--- config.mk ---
export PLATFORM = sky130hd
export DESIGN_NAME = pipeline_ctrl
export DESIGN_NICKNAME = d
export VERILOG_FILES = /design/src/rtl/pipeline_ctrl.sv
export SDC_FILE = /design/constraint.sdc
export NUM_CORES = 1
export LEC_CHECK = 0
export CAP_MARGIN = 40
export CORE_ASPECT_RATIO = 0.7
export CORE_UTILIZATION = 45
export CTS_CLUSTER_SIZE = 8
export DETAILED_ROUTE_END_ITERATION = 10
export PLACE_DENSITY = 0.87
export SLEW_MARGIN = 20
export SYNTH_ARGS = -nofsm -noshare
export SYNTH_HDL_FRONTEND = slang
export SYNTH_SLANG_ARGS = --single-unit
--- constraint.sdc ---
create_clock -name clk -period 6 [get_ports clk]
set_clock_uncertainty 0.2 [all_clocks]
set_input_delay 0.9 -clock clk [delete_from_list [all_inputs] [get_ports clk]]
set_output_delay 0.9 -clock clk [all_outputs]
set_load 0.03 [all_outputs]
--- src/rtl/pipeline_ctrl.sv ---
// Hazard and sequencing controller for the 5-stage RISC-V pipeline: EX forwarding,
// load-use stalls, branch flushes and multi-cycle M-op sequencing with a watchdog.
module pipeline_ctrl #(
   parameter int MD_TIMEOUT = 64,
   parameter int CNT_WIDTH  = 16
) (
   input  logic                 clk,
   input  logic                 reset,
   input  logic                 id_valid,
   input  logic [4:0]           id_rs1_addr,
   input  logic [4:0]           id_rs2_addr,
   input  logic                 id_ex_valid,
   input  logic [4:0]           id_ex_rs1_addr,
   input  logic [4:0]           id_ex_rs2_addr,
   input  logic [4:0]           id_ex_rd_addr,
   input  logic                 id_ex_mem_read,
   input  logic                 id_ex_muldiv,
   input  logic [4:0]           ex_mem_rd_addr,
   input  logic                 ex_mem_reg_write,
   input  logic [4:0]           mem_wb_rd_addr,
   input  logic                 mem_wb_reg_write,
   input  logic                 branch_taken,
   input  logic                 muldiv_done,
   output logic [1:0]           forward_a,
   output logic [1:0]           forward_b,
   output logic                 pc_stall,
   output logic                 if_id_stall,
   output logic                 id_ex_stall,
   output logic                 if_id_flush,
   output logic                 id_ex_flush,
   output logic                 ex_mem_bubble,
   output logic                 muldiv_start,
   output logic                 muldiv_timeout,
   output logic [CNT_WIDTH-1:0] stall_count
);

   localparam int WD_W = $clog2(MD_TIMEOUT);
   localparam logic [WD_W-1:0] WD_LAST = WD_W'(MD_TIMEOUT - 1);

   typedef enum logic {RUN, MD_BUSY} state_t;

   state_t          state;
   logic [WD_W-1:0] wd_cnt;
   logic            ex_mem_hit_a, ex_mem_hit_b, mem_wb_hit_a, mem_wb_hit_b;
   logic            load_use, md_in_ex, wd_expired;

   // x0 is hardwired to zero, so it is never a forwarding source
   assign ex_mem_hit_a = ex_mem_reg_write && (ex_mem_rd_addr != 5'd0) && (ex_mem_rd_addr == id_ex_rs1_addr);
   assign ex_mem_hit_b = ex_mem_reg_write && (ex_mem_rd_addr != 5'd0) && (ex_mem_rd_addr == id_ex_rs2_addr);
   assign mem_wb_hit_a = mem_wb_reg_write && (mem_wb_rd_addr != 5'd0) && (mem_wb_rd_addr == id_ex_rs1_addr);
   assign mem_wb_hit_b = mem_wb_reg_write && (mem_wb_rd_addr != 5'd0) && (mem_wb_rd_addr == id_ex_rs2_addr);

   assign forward_a = ex_mem_hit_a ? 2'b10 : (mem_wb_hit_a ? 2'b01 : 2'b00);
   assign forward_b = ex_mem_hit_b ? 2'b10 : (mem_wb_hit_b ? 2'b01 : 2'b00);

   assign load_use = id_ex_valid && id_ex_mem_read && id_valid && (id_ex_rd_addr != 5'd0) &&
                     ((id_ex_rd_addr == id_rs1_addr) || (id_ex_rd_addr == id_rs2_addr));
   assign md_in_ex   = id_ex_valid && id_ex_muldiv;
   assign wd_expired = (wd_cnt == WD_LAST);

   always_comb begin
      pc_stall      = 1'b0;
      if_id_stall   = 1'b0;
      id_ex_stall   = 1'b0;
      if_id_flush   = 1'b0;
      id_ex_flush   = 1'b0;
      ex_mem_bubble = 1'b0;
      muldiv_start  = 1'b0;
      case (state)
         RUN: begin
            if (md_in_ex) begin
               // start is suppressed while reset is held; stalls still follow the inputs
               muldiv_start  = reset;
               pc_stall      = 1'b1;
               if_id_stall   = 1'b1;
               id_ex_stall   = 1'b1;
               ex_mem_bubble = 1'b1;
            end else if (branch_taken) begin
               if_id_flush = 1'b1;
               id_ex_flush = 1'b1;
            end else if (load_use) begin
               pc_stall    = 1'b1;
               if_id_stall = 1'b1;
               id_ex_flush = 1'b1;
            end
         end
         MD_BUSY: begin
            if (!muldiv_done) begin
               ex_mem_bubble = 1'b1;
               if (!wd_expired) begin
                  pc_stall    = 1'b1;
                  if_id_stall = 1'b1;
                  id_ex_stall = 1'b1;
               end
            end
         end
         default: ;
      endcase
   end

   always_ff @(posedge clk or negedge reset) begin
      if (!reset) begin
         state          <= RUN;
         wd_cnt         <= '0;
         muldiv_timeout <= 1'b0;
         stall_count    <= '0;
      end else begin
         if (pc_stall && (stall_count != '1))
            stall_count <= stall_count + CNT_WIDTH'(1);
         case (state)
            RUN: begin
               if (md_in_ex) begin
                  wd_cnt <= '0;
                  state  <= MD_BUSY;
               end
            end
            MD_BUSY: begin
               // a done pulse on the expiry cycle still counts as a normal completion
               if (muldiv_done) begin
                  state <= RUN;
               end else if (wd_expired) begin
                  muldiv_timeout <= 1'b1;
                  state          <= RUN;
               end else begin
                  wd_cnt <= wd_cnt + WD_W'(1);
               end
            end
            default: state <= RUN;
         endcase
      end
   end

endmodule

==> reports/metrics.cfg <==
[status]
outcome = finished, final reports clean

[timing]
rsz0062_at_grt = false
fin_crit_ns = 4.33
setup-tns-final_ns = 0
timing.fmax_mhz = 231
hold_viol_final = 0
worstMarginPinSlew_ns = 0.397
fin_crit_sh_pct = 72.1
max-slew-margin-rel_pct = 73.2
finalSetupViolCount = 0
drv_slew = 0

[worst_setup_path]
cp-end-kind = output pin
crit_arrival_ns = 3.23
critPathRequiredTime_ns = 4.90
crit_family = buffers and inverters
critPathBufInv = 2
critPathSlowestCell = clkdlybuf4s50_1
start_kind = input pin
cp_cell_sequence = clkdlybuf4s50_1 > or4_1 > o21ai_0 > nor4_1 > nor4_1 > clkdlybuf4s50_1
crit_fanout = 3
max_stage_delay_ns = 0.71
worstSetupPathType = in -> out

[cells_and_area]
fillers = 242
nNetsFinal = 289
drive_gt1_share_pct = 6.25
syn_to_final_growth_pct = 48.8
fin_area_um2 = 2430
diodes = 0
regArea_um2 = 601
multi_input_area_um2 = 981

[synthesis]
yosysTopAreaCell = dfrtp_1
synth-seq-area-share_pct = 36.8
synthCells = 168
yosys.area.top_type_share_pct = 36.8
synthFlopType = dfrtp_1
synth_edf_count = 0
synthDistinctLibCells = 35
syn-num-nets = 215
synth_commonest_cells = 39 x xor2_1, 24 x dfrtp_1, 14 x nand2_1
synth_area_um2 = 1630
ys_ff_latch = 24
synthArstFlopShare_pct = 100
synth.most_common_cell = xor2_1
ys_warn_count = 0
synth_area_leaders = dfrtp_1 37%, xor2_1 21%, xnor2_1 4.3%
syn_area_per_cell_um2 = 9.71

[flow_run]
max_cap_violations = 0

[clock_network]
numCtsBuffers = 3
cts-resized-gates = 0
cts-htree-levels = 1
cts_max_path_buffers = 2
cts_tree = done
ctsHoldBuffers = 0
post_cts_buffers = 0
clk_latency_ns = 0.26
cts.sinks = 24
cts.clk_slew.worst_paths_ns = 0.08
cts_root_buffer = clkbuf_8

[power_and_ir_drop]
power_density_nw_per_um2 = 240
combinationalPowerShare_pct = 43.1
power.share.clock_pct = 15.9
power_leakage_uw = 0.000996
pwr-share-seq_pct = 41.0
power.internal_uw = 359
p_sw_uw = 224
swShare_pct = 38.4
peakVddDrop_uv = 417

[global_routing]
first_global_vias = 1367
grt_usage_pct = 22.4
grt_max_degree = 26
antenna_found_initial = 0
grt_overflow = 0
grt_first_pass_wirelength_um = 6560

[route]
drcViolationCount = 0
via_per_inst = 5.18
ant_nets = 0
vias = 1487
drtIter0Drc = 25
dr.pass1.iters = 5
wl_per_cell_um = 14.5
wirelength_um = 4170

[placement]
place.gp.congestion = 0.775
placed_area_um2 = 2390
hpwl_um = 3320
port_buffers = 72

[die]
dieArea_um2 = 3870
io_pins = 73
die_y_um = 52.4
start_util_pct = 49.5
chipWidth_um = 74.0
placeableCoreArea_um2 = 3300
rows = 17

[min_path]
hp-class = reg -> reg

-- cell families after synthesis --
logic type      share of synthesized area (%)
compound gates                           6.83
xor+xnor                                 25.2
simple gates                             25.2
buf+inv                                  3.07
fa+ha+maj                                1.53
mux                                      1.38
flops                                    36.8
-- final timing paths --
| check | startpoint | end | slack (ns) | cells past startpoint |
|---|---|---|---|---|
| max in group asynchronous | reset | stall_count[14]$_DFFE_PN0P_ | 4.58 | 2 |
| min reg2reg | muldiv_timeout$_DFFE_PN0P_ | muldiv_timeout$_DFFE_PN0P_ | 0.28 | 2 |
| max | ex_mem_rd_addr[1] | forward_b[0] | 1.67 | 6 |
| min | muldiv_timeout$_DFFE_PN0P_ | muldiv_timeout$_DFFE_PN0P_ | 0.28 | 2 |
| max reg2reg | stall_count[5]$_DFFE_PN0P_ | stall_count[1]$_DFFE_PN0P_ | 3.51 | 7 |
| min in group asynchronous | reset | stall_count[7]$_DFFE_PN0P_ | 0.78 | 2 |
-- worst register-to-register path, delay by kind of cell (launching register included) --
kind | cells | cell delay [ns]
AND/OR/NAND/NOR | 5 | 1.17
multiplexers | 1 | 0.28
buffers and inverters | 1 | 0.27
flip-flops | 1 | 0.46
-- layout by cell type, fill, tap and decap left out --
master,count
a22oi_1,1
o2111ai_1,1
or4_1,5
nor3_2,2
nand3_1,11
xor2_1,39
mux2_2,2
nand4_1,2
a21oi_1,2
xnor2_1,8
nor4_4,2
o21a_1,1
or2_2,2
inv_1,3
and4_1,1
ha_1,2
clkbuf_8,3
nor4b_1,1
o41a_4,1
nand2_1,14
nor3_1,8
nand2b_1,1
nor2_1,10
clkdlybuf4s50_1,72
dfrtp_1,24
o21ba_2,1
and3_1,2
nor4_1,7
o21bai_1,1
o31ai_1,2
buf_4,2
o21ai_0,3
and2_1,2
nor3b_1,1
a22o_1,1
-- area by class of cell --
class	count	area share, %
flip-flops and latches	24	24.7
inverters	3	0.464
repair buffers	74	30.3
well taps	47	2.42
clock buffers	3	1.70
multi-input cells	136	40.4
-- registers in the layout, summed over array words and instances (netlist names) --
signal / flops
muldiv_timeout: 1
wd_cnt: 6
state: 1
stall_count: 16
-- stage by stage --
step | util (%) | power, uW | cells | hold WS (ns) | setup WS (ns)
2_1_floorplan | - | 369 | 168 | 0.269 | 2.20
3_3_place_gp | 72.2 | 484 | 283 | 0.251 | 1.70
3_5_place_dp | 72.4 | 492 | 284 | 0.260 | 1.67
4_1_cts | 73.7 | 585 | 287 | 0.279 | 1.66
5_1_grt | 73.7 | 615 | 287 | 0.322 | 1.54
6_report | 73.7 | 583 | 287 | 0.280 | 1.67
-- layer usage --
metal / wire length, um / global-route usage, % / up-vias
li1: - / - / 736
met1: 2120 / 33.5 / 697
met2: 1760 / 34.8 / 54
met3: 288 / 4.62 / 0
met4: 0 / 0.962 / 0
met5: 0 / 0 / -
-- power groups by stage --
stage	Clock (uW)	Combinational [uW]	Sequential, uW
after floorplan	0	86.5	282
after global placement	0	245	238
after detailed placement	0	253	239
after CTS	93.6	253	238
after global routing	99.9	269	246
final	92.8	251	239
No activity file was read; power rests on OpenSTA's default activity.
